## src/rtl/bbus_pkg.sv

```systemverilog
// bbus_pkg: B-bus select codes, sequencer states and window geometry
package bbus_pkg;
  localparam int NUM_TAPS = 9;
  localparam int SEL_W = 5;
  localparam logic [SEL_W-1:0] SEL_NONE = 5'b00000;
  localparam logic [SEL_W-1:0] SEL_MDR = 5'b00001;
  localparam logic [SEL_W-1:0] SEL_K0 = 5'b00010;
  localparam logic [SEL_W-1:0] SEL_K1 = 5'b00011;
  localparam logic [SEL_W-1:0] SEL_K2 = 5'b00100;
  localparam logic [SEL_W-1:0] SEL_K3 = 5'b00101;
  localparam logic [SEL_W-1:0] SEL_K4 = 5'b00110;
  localparam logic [SEL_W-1:0] SEL_K5 = 5'b00111;
  localparam logic [SEL_W-1:0] SEL_K6 = 5'b01000;
  localparam logic [SEL_W-1:0] SEL_K7 = 5'b01001;
  localparam logic [SEL_W-1:0] SEL_K8 = 5'b01010;
  localparam logic [SEL_W-1:0] SEL_P1 = 5'b01011;
  localparam logic [SEL_W-1:0] SEL_P2 = 5'b01100;
  localparam logic [SEL_W-1:0] SEL_P3 = 5'b01101;
  localparam logic [SEL_W-1:0] SEL_DP = 5'b01110;
  localparam logic [SEL_W-1:0] SEL_CV = 5'b01111;
  localparam logic [SEL_W-1:0] SEL_I = 5'b10000;
  localparam logic [SEL_W-1:0] SEL_MBRU = 5'b10001;
  localparam logic [SEL_W-1:0] SEL_PC = 5'b10011;
  localparam logic [SEL_W-1:0] SEL_MAR = 5'b10111;
  typedef enum logic [2:0] {IDLE, SEL_K, SEL_P, MAC_WAIT, DONE} state_e;
endpackage

```

## src/rtl/bbus_conv_sequencer_if.sv

```systemverilog
// bbus_conv_sequencer_if: CU, B-bus mux and MAC handshake signals of the sequencer
interface bbus_conv_sequencer_if;
  import bbus_pkg::*;
  logic start, abort, cu_req, cu_gnt;
  logic [SEL_W-1:0] cu_sel, bus_sel;
  logic ld_k, ld_p, acc_clr, mac_valid, mac_ready, busy, done, err;
  logic [1:0] pix_col;
  logic [3:0] tap_idx;
  modport master(
    output start, abort, cu_req, cu_sel, mac_ready,
    input cu_gnt, bus_sel, ld_k, ld_p, pix_col, tap_idx, acc_clr, mac_valid, busy, done, err
  );
  modport slave(
    input start, abort, cu_req, cu_sel, mac_ready,
    output cu_gnt, bus_sel, ld_k, ld_p, pix_col, tap_idx, acc_clr, mac_valid, busy, done, err
  );
endinterface

```

## src/rtl/bbus_tap_decode.sv

```systemverilog
// bbus_tap_decode: maps a kernel tap to its K code, pixel row code and column
module bbus_tap_decode
  import bbus_pkg::*;
(
  input  logic [3:0]       tap,
  output logic [SEL_W-1:0] k_code,
  output logic [SEL_W-1:0] p_code,
  output logic [1:0]       col
);
  logic [1:0] row;
  // row = tap/3, col = tap%3 without a divider
  always_comb begin
    row = tap < 4'd3 ? 2'd0 : tap < 4'd6 ? 2'd1 : 2'd2;
    col = 2'(tap - 4'(row) * 4'd3);
    k_code = SEL_K0 + SEL_W'(tap);
    p_code = SEL_P1 + SEL_W'(row);
  end
endmodule

```

## src/rtl/bbus_conv_sequencer.sv

```systemverilog
// bbus_conv_sequencer: walks a 3x3 kernel over the B-bus and handshakes each product with the MAC
module bbus_conv_sequencer
  import bbus_pkg::*;
#(
  parameter int MAX_WAIT = 16
) (
  input logic clk,
  input logic rst_n,
  bbus_conv_sequencer_if.slave bif
);
  localparam int CW = $clog2(MAX_WAIT + 1);
  localparam logic [3:0] LAST = 4'(NUM_TAPS - 1);
  state_e state_q, state_d;
  logic [3:0] tap_idx_q, tap_idx_d;
  logic [CW-1:0] wait_cnt_q, wait_cnt_d;
  logic err_q, err_d;
  logic gnt;
  logic [SEL_W-1:0] k_code, p_code;
  logic [1:0] col;
  bbus_tap_decode u_dec (.tap(tap_idx_q), .k_code(k_code), .p_code(p_code), .col(col));
  // state and window registers
  always_ff @(posedge clk or negedge rst_n) begin
    if (!rst_n) begin
      state_q <= IDLE;
      tap_idx_q <= '0;
      wait_cnt_q <= '0;
      err_q <= 1'b0;
    end else begin
      state_q <= state_d;
      tap_idx_q <= tap_idx_d;
      wait_cnt_q <= wait_cnt_d;
      err_q <= err_d;
    end
  end
  // next state: start only from IDLE, abort beats mac_ready, timeout drops back to IDLE with err
  always_comb begin
    state_d = state_q;
    tap_idx_d = tap_idx_q;
    wait_cnt_d = wait_cnt_q;
    err_d = err_q;
    if (state_q == IDLE) begin
      if (bif.start) begin
        state_d = SEL_K;
        tap_idx_d = '0;
        wait_cnt_d = '0;
        err_d = 1'b0;
      end
    end else if (bif.abort) begin
      state_d = IDLE;
      wait_cnt_d = '0;
    end else begin
      case (state_q)
        SEL_K: state_d = SEL_P;
        SEL_P: state_d = MAC_WAIT;
        MAC_WAIT:
          if (bif.mac_ready) begin
            wait_cnt_d = '0;
            state_d = tap_idx_q == LAST ? DONE : SEL_K;
            tap_idx_d = tap_idx_q == LAST ? tap_idx_q : tap_idx_q + 4'd1;
          end else if (wait_cnt_q == CW'(MAX_WAIT - 1)) begin
            wait_cnt_d = '0;
            state_d = IDLE;
            err_d = 1'b1;
          end else
            wait_cnt_d = wait_cnt_q + CW'(1);
        default: state_d = IDLE;
      endcase
    end
  end
  // outputs decoded from state; only the IDLE grant path sees inputs
  always_comb begin
    gnt = state_q == IDLE && bif.cu_req && !bif.start;
    bif.cu_gnt = gnt;
    bif.busy = state_q != IDLE;
    bif.ld_k = state_q == SEL_K;
    bif.acc_clr = state_q == SEL_K && tap_idx_q == 4'd0;
    bif.ld_p = state_q == SEL_P;
    bif.mac_valid = state_q == MAC_WAIT;
    bif.done = state_q == DONE;
    bif.err = err_q;
    bif.tap_idx = tap_idx_q;
    bif.pix_col = (state_q == SEL_P || state_q == MAC_WAIT) ? col : 2'd0;
    bif.bus_sel = state_q == SEL_K ? k_code :
                  (state_q == SEL_P || state_q == MAC_WAIT) ? p_code :
                  gnt ? bif.cu_sel : SEL_NONE;
  end
endmodule
```

## src/flat_wrapper.sv

```systemverilog
// flat-port wrapper written by rule: the top's interface ports become plain ports
module bbus_conv_sequencer_flat import bbus_pkg::*;
#(
  parameter int MAX_WAIT = 16
)
  (clk, rst_n, bif_start, bif_abort, bif_cu_req, bif_cu_sel, bif_mac_ready, bif_cu_gnt, bif_bus_sel, bif_ld_k, bif_ld_p, bif_pix_col, bif_tap_idx, bif_acc_clr, bif_mac_valid, bif_busy, bif_done, bif_err);
  bbus_conv_sequencer_if bif_i ();
  input logic clk;
  input logic rst_n;
  input wire logic [$bits(bif_i.start)-1:0] bif_start;
  input wire logic [$bits(bif_i.abort)-1:0] bif_abort;
  input wire logic [$bits(bif_i.cu_req)-1:0] bif_cu_req;
  input wire logic [$bits(bif_i.cu_sel)-1:0] bif_cu_sel;
  input wire logic [$bits(bif_i.mac_ready)-1:0] bif_mac_ready;
  output wire logic [$bits(bif_i.cu_gnt)-1:0] bif_cu_gnt;
  output wire logic [$bits(bif_i.bus_sel)-1:0] bif_bus_sel;
  output wire logic [$bits(bif_i.ld_k)-1:0] bif_ld_k;
  output wire logic [$bits(bif_i.ld_p)-1:0] bif_ld_p;
  output wire logic [$bits(bif_i.pix_col)-1:0] bif_pix_col;
  output wire logic [$bits(bif_i.tap_idx)-1:0] bif_tap_idx;
  output wire logic [$bits(bif_i.acc_clr)-1:0] bif_acc_clr;
  output wire logic [$bits(bif_i.mac_valid)-1:0] bif_mac_valid;
  output wire logic [$bits(bif_i.busy)-1:0] bif_busy;
  output wire logic [$bits(bif_i.done)-1:0] bif_done;
  output wire logic [$bits(bif_i.err)-1:0] bif_err;
  assign bif_i.start = bif_start;
  assign bif_i.abort = bif_abort;
  assign bif_i.cu_req = bif_cu_req;
  assign bif_i.cu_sel = bif_cu_sel;
  assign bif_i.mac_ready = bif_mac_ready;
  assign bif_cu_gnt = bif_i.cu_gnt;
  assign bif_bus_sel = bif_i.bus_sel;
  assign bif_ld_k = bif_i.ld_k;
  assign bif_ld_p = bif_i.ld_p;
  assign bif_pix_col = bif_i.pix_col;
  assign bif_tap_idx = bif_i.tap_idx;
  assign bif_acc_clr = bif_i.acc_clr;
  assign bif_mac_valid = bif_i.mac_valid;
  assign bif_busy = bif_i.busy;
  assign bif_done = bif_i.done;
  assign bif_err = bif_i.err;
  bbus_conv_sequencer #(.MAX_WAIT(MAX_WAIT)) u_core (.clk(clk), .rst_n(rst_n), .bif(bif_i));
endmodule
```

## config.mk

```make
export PLATFORM = sky130hd
export DESIGN_NAME = bbus_conv_sequencer_flat
export DESIGN_NICKNAME = d
export VERILOG_FILES = /design/src/rtl/bbus_pkg.sv /design/src/rtl/bbus_conv_sequencer_if.sv /design/src/rtl/bbus_tap_decode.sv /design/src/rtl/bbus_conv_sequencer.sv /design/src/flat_wrapper.sv
export SDC_FILE = /design/constraint.sdc
export NUM_CORES = 1
export LEC_CHECK = 0
export BUFFER_PORTS_ARGS = -buffer_cell sky130_fd_sc_hd__buf_4
export CELL_PAD_IN_SITES_DETAIL_PLACEMENT = 0
export CELL_PAD_IN_SITES_GLOBAL_PLACEMENT = 2
export CORE_MARGIN = 1.5
export CORE_UTILIZATION = 32
export CTS_BUF_LIST = sky130_fd_sc_hd__clkbuf_2 sky130_fd_sc_hd__clkbuf_4 sky130_fd_sc_hd__clkbuf_8
export DETAILED_ROUTE_END_ITERATION = 6
export PLACE_DENSITY_LB_ADDON = 0.15
export SLEW_MARGIN = 40
export SYNTH_ARGS = -nofsm -noshare
export SYNTH_HDL_FRONTEND = slang
export SYNTH_SLANG_ARGS = --single-unit
```

## constraint.sdc

```tcl
create_clock -name clk -period 5.15 [get_ports clk]
set_input_delay 0.515 -clock clk [delete_from_list [all_inputs] [get_ports clk]]
set_output_delay 0.515 -clock clk [all_outputs]
set_load 0.01 [all_outputs]
```

Yosys cells after proc, flatten, opt, wreduce, memory -nomap -nowiden
Index checks and enable logic that the tools add are counted.

word-level totals
  bits in registers = 13
  bits in latches = 0
  RAM bits = 0
  bits in read-only memories = 0
  input port bits = 11
  output and inout bits = 19
  word-level logic and storage cells = 70
  memories = 0

operators by class
  $add $sub $neg = 5
  multiply operators = 1
  divide/modulo/power cells = 0
  magnitude comparators = 2
  eq/ne operators = 11
  shifts and indexed selects = 0
  mux-type cells = 31
  bitwise logic cells = 0
  reductions and logical operators = 16

operators with widths
  kind                   number
  $mux W5                9
  $mux W4                6
  $mux W3                6
  $reduce_and A5 Y1      2
  $pmux W3 S3            1
  $eq A3 B2 Y1 const B   2
  $mux W1                6
  $mux W2                3
  $reduce_bool A2 Y1     3
  $reduce_bool A3 Y1     2
  $add A2 B4 Y5 const A  1
  $add A4 B2 Y5 const A  1
  $add A5 B1 Y5 const B  1
  $eq A5 B4 Y1 const B   1
  $ne A5 B3 Y1 const B   1
  $add A4 B1 Y4 const B  1
  $eq A4 B4 Y1 const B   1
  $logic_not A4 Y1       1
  $lt A4 B2 Y1 const B   1
  $lt A4 B3 Y1 const B   1
  $ne A2 B1 Y1 const B   2
  $ne A2 B2 Y1 const B   2
  $reduce_and A2 Y1      2
  $eq A3 B1 Y1 const B   1
  other kinds (7)        9

Logic depth before layout (Yosys ltp)
  depth in word-level cells = 6
  gate-level depth with buffers = 9
  mapped depth without buffers = 9

Modules after synthesis
From an unflattened synthesis, not the netlist that was laid out.

unflattened totals
  cells, all modules = 119
  area, all modules = 1076.0 um^2

by module, submodules not included
  module               instances  cells an instance  area an instance (um^2)  sequential area each (um^2)
  bbus_conv_sequencer  1          96                 910.9                    325.3
  bbus_tap_decode      1          23                 165.2                    0.0

Worst setup path after synthesis
No wires, ideal clock.

  path type = register -> output
  start point = register u_core.tap_idx_q[1] (netlist: u_core.bif.tap_idx[1])
  end point = output bif_pix_col[1]
  arrival time = 2.067 ns
  required time = 4.635 ns
  path slack = 2.568 ns
  stages on the path, launching flop included = 10
  path buffers = 0
  path through = dfrtp_1 ha_1 nor2_1 or3b_2 xnor2_1 inv_1 ha_1 nor2_1 xor2_1 nor2_1

on the way
  longest elaborated chain between the ends = 6
  elaborated cells between the ends (all ways) = 7
  those cells by class = 1 x add/sub; 1 x mul; 2 x order compare; 3 x mux

RTL lines
  item                      line                       RTL
  start: declaration        bbus_conv_sequencer.sv:14  logic [3:0] tap_idx_q, tap_idx_d;
  start signal: assignment  bbus_conv_sequencer.sv:30  tap_idx_q <= tap_idx_d;
  $lt A4 B3 Y1              bbus_tap_decode.sv:13      row = tap < 4'd3 ? 2'd0 : tap < 4'd6 ? 2'd1 : 2'd2;
  $mux W2 (2 in series)     bbus_tap_decode.sv:13
  $mul A2 B1 Y2             bbus_tap_decode.sv:14      col = 2'(tap - 4'(row) * 4'd3);
  $sub A2 B2 Y2 (*)         bbus_tap_decode.sv:14
  $mux W2 (*)               bbus_conv_sequencer.sv:82  bif.pix_col = (state_q == SEL_P || state_q == MAC_WAIT) ? col : 2'd0;
  end: declaration          flat_wrapper.sv:19         output wire logic [$bits(bif_i.pix_col)-1:0] bif_pix_col;

Mark *: on every way between the ends. The rest lies on a longest branch, timed or not.

Final worst setup path
Same ends and word-level chain as after synthesis.

==> metrics.log <==
[metrics] final count of hold timing violations: 0
[metrics] DIE WIDTH: 60.58 um
[metrics] worst setup path startpoint: u_core.bif.tap_idx[1]
[metrics] post-route non-filler standard cell count: between 150 and 200
[metrics] vias post-DR: 1055
[metrics] count of nets left with antenna violations after detail routing: 0
[metrics] Top cell by count, worst path: sky130_fd_sc_hd__nor2_1
[metrics] synthesized area per cell: 8.038 um2
[metrics] critical path data arrival time: about 2.6 ns
[metrics] largest buffer count on any clock path: 2
[metrics] DRC violations left: 0
[metrics] proportion of power drawn by flip-flops and latches: 30.2%
[metrics] buffers added on ports: 29
[metrics] number of antenna violations at the first check in global routing: 0
[metrics] CP max stage cell: sky130_fd_sc_hd__dfrtp_1
[metrics] number of global-route vias before repair: 994
[metrics] reg2reg start: u_core.state_q[0]
[metrics] total standard cell area after synthesis: 0.001061 mm2
[metrics] critical path required time: 4.64 ns
[metrics] Power Total: between 600 and 700 uW
[metrics] hpwl dp: about 2100 um
[metrics] CTS Hold Buffers Added: 0
[metrics] cell internal power dissipation: 329.7 uW
[metrics] chain of cells forming the critical path: ha_1 -> nor2_1 -> or3b_2 -> xnor2_1 -> inv_1 -> ha_1 -> nor2_1 -> xor2_1 -> nor2_1 -> buf_4
[metrics] cell family with the largest share of critical-path delay: simple AND/OR/NAND/NOR gates
[metrics] P&R area growth vs syn: 23.94%
[metrics] outcome: finished clean
[metrics] share of total power in combinational logic: 58.2%
[metrics] Max rail drop VDD: 161.0 uV
[metrics] clock network fraction of design power: roughly an eighth
[metrics] setup-violating endpoint count in the final report: 0
[metrics] Post-Route WL: approximately 2800 um
[metrics] async set or reset register ratio after synthesis: 100.0%
[metrics] unrepaired setup endpoints after global routing: no
[metrics] CP Capture Type: primary output
[metrics] Final #Nets: between 150 and 200
[metrics] Slew HR: between 50% and 60%
[metrics] post-route minimum period: 3.131 ns
[metrics] weighted congestion reported at the end of routability-driven placement: 0.7294
[metrics] global router's overall resource usage: 16.86%
[metrics] remaining global-route overflow: 0
[metrics] worst path buffer plus inverter count: 2
[metrics] floorplan core area: 0.003103 mm2
[metrics] IO Count: 30
[metrics] power density cells: between 400 and 500 mW/mm2
[metrics] Synthesized Nets: 149
[metrics] Ys Warns: 0
[metrics] Clock Sink Count: 13
[metrics] root buffer selected by CTS: sky130_fd_sc_hd__clkbuf_4
[metrics] Worst Path Class, Setup: reg -> out
[metrics] largest net degree at the start of global routing: 20
[metrics] setup total negative slack: 0 ns
[metrics] total CTS buffers: 3
[metrics] crit path to: bif_pix_col[1]
[metrics] measured slew at the worst slew-check pin: 0.6920 ns
[metrics] main flop type after synthesis: sky130_fd_sc_hd__dfrtp_1
[metrics] number of optimization iterations in the first detailed-route pass: 4
[metrics] initial core utilization: approximately a third
[metrics] post-CTS setup-driven buffer insertion count: 0
[metrics] net switching power: 277.7 uW
[metrics] switching power share of the total: 45.72%
[metrics] quantity of gates resized following cts: 0
[metrics] share of the core filled with cells: 42.38%
[metrics] worst clock skew on the final layout: 0.006243 ns
[metrics] maximum fanout count along the critical path: 11
[metrics] clock tree from TritonCTS: built
[metrics] number of max-capacitance violations reported: 0
[metrics] CTS H-tree depth: 1
[metrics] CP Depth: 10
[metrics] drt via density: 5.302
[metrics] share of the clock period used by the worst path after layout: between 60 and 70%
[metrics] vertical die dimension: 60.58 um
[metrics] die area: between 0.003 and 0.004 mm2
[metrics] number of placed instances with taps included: 195
[metrics] delay of the slowest critical-path stage: about 0.57 ns
[metrics] Hold/Removal Path Class: in -> async
[metrics] nature of the critical path startpoint: register
[metrics] clock-pin slew on the worst setup and hold paths: approximately 0.090 ns
[metrics] post-synthesis cell type count: 41
[metrics] number of cells on the worst reg-to-reg path: 4
[metrics] Reg-to-Reg End: u_core.state_q[1]
[metrics] Routed WL per cell: 14.19 um
[metrics] row count: 20
[metrics] drt initial violations: between 40 and 50
[metrics] number of diodes added for antenna fixing: 0
[metrics] Gate Count Post-Synth: 132
[metrics] #FFs+latches synth: 13
[metrics] number of synthesized flops with an enable pin: 0
[metrics] insertion delay of the later-clocked pin in the worst-skew pair: 0.28 ns
[metrics] share of synthesized area occupied by flip-flops and latches: a little under a third
[metrics] proportion of layout cells with a drive suffix above 1: approximately a quarter
[metrics] leakage power figure: 0.6052 nW
[metrics] total count of max-transition violations in the final report: 0
[metrics] worst reg-to-reg setup slack: 3.15 ns
[metrics] first-pass GRT wire length: between 4000 and 5000 um
[metrics] Achievable Freq: 319.4 MHz
## placed cells by master, fill, tap and decap left out, types with 4 or more instances in the layout
master,Yosys,final
sky130_fd_sc_hd__buf_4,0,29
sky130_fd_sc_hd__nor2_1,14,14
sky130_fd_sc_hd__dfrtp_1,13,13
sky130_fd_sc_hd__nand2_1,10,10
sky130_fd_sc_hd__a21oi_1,9,9
sky130_fd_sc_hd__inv_1,7,7
sky130_fd_sc_hd__nor3_1,6,6
sky130_fd_sc_hd__o21ai_0,6,6
sky130_fd_sc_hd__ha_1,6,6
sky130_fd_sc_hd__nand3_1,5,5
sky130_fd_sc_hd__o31ai_1,5,5
sky130_fd_sc_hd__clkbuf_4,0,4
## metal layers
layer  GRT usage, %  vias to the layer above  part of all wire, %
met5              0                        -                    0
met4          5.901                        0                 0.64
met3          2.559                        2                  4.3
met2          26.57                       26                   46
met1          23.58                      499                   49
li1               -                      528                    -
## power by group through the flow
stage | registers [mW] | clock network, mW | logic (mW)
floorplan | 0.141 | 0 | 0.269
global placement | 0.183 | 0 | 0.355
detailed placement | 0.185 | 0 | 0.355
CTS | 0.183 | 0.0731 | 0.357
global route | 0.190 | 0.0769 | 0.400
finish | 0.183 | 0.0708 | 0.353
## logic make-up after synthesis
kind of cell / synth area share [%]
compound gates: 23.23
xor+xnor: 3.302
fa+ha+maj: 7.075
buf+inv: 7.429
flops: 30.66
mux: 1.415
simple gates: 26.89
## synthesized netlist by cell type (all sizes together), types with 2 or more instances
master  number  area share [%]
a211oi       2             1.4
a21o         2             1.4
a21oi        9             4.2
a221o        2             1.9
a31oi        3             1.8
buf          5             2.8
clkbuf       5             1.8
dfrtp       13              31
ha           6             7.1
inv          8             2.8
nand2       10             3.5
nand2b       2             1.2
nand3        5             2.4
nand3b       2             1.4
nor2        14             5.0
nor3         7             3.8
nor4         3             1.8
nor4b        3             2.5
o21ai        6             2.8
o21bai       2             1.4
o31ai        5             3.5
or3b         2             1.7
xnor2        2             1.7
xor2         2             1.7
## flip-flops by register name (all words and copies together), names as in the netlist
signal and count:
u_core.bif.tap_idx 4, u_core.state_q 3, u_core.bif.err 1, u_core.wait_cnt_q 5
## how the worst min path moves through the flow
stage           from                    to  slack, ns  cells after the start
6_report       rst_n  u_core.wait_cnt_q[4]       0.07                      1
5_1_grt        rst_n  u_core.wait_cnt_q[1]       0.07                      1
4_1_cts        rst_n        u_core.bif.err       0.07                      1
3_5_place_dp   rst_n        u_core.bif.err       0.37                      1
3_3_place_gp   rst_n  u_core.wait_cnt_q[4]       0.38                      1
2_1_floorplan  rst_n        u_core.bif.err       0.22                      0
## worst reg2reg max path, cell delays in order, from the launching register on
cell	delay [ns]
sky130_fd_sc_hd__dfrtp_1	0.72
sky130_fd_sc_hd__nor3_2	0.19
sky130_fd_sc_hd__nor4_1	0.62
sky130_fd_sc_hd__a21oi_1	0.15
sky130_fd_sc_hd__a211oi_1	0.22
## through the flow
stage | cell area [um2] | setup slack [ns] | hold slack (ns)
detailed placement | 1285 | 2.329 | 0.3746
finish | 1315 | 2.019 | 0.06585
CTS | 1315 | 2.009 | 0.06814
global route | 1315 | 1.795 | 0.06839
floorplan | 1061 | 2.568 | 0.2194
global placement | 1285 | 2.410 | 0.3754
## layout make-up
type                            instances  area [um2]
Clock buffer                            4       30.03
Fill cell                             368        1788
Inverter                                8       30.03
Sequential cell                        13       325.3
Multi-Input combinational cell        101       656.9
Timing Repair Buffer                   29       217.7
Tap cell                               44       55.05
Note: power is estimated with default switching activity, not from simulation.
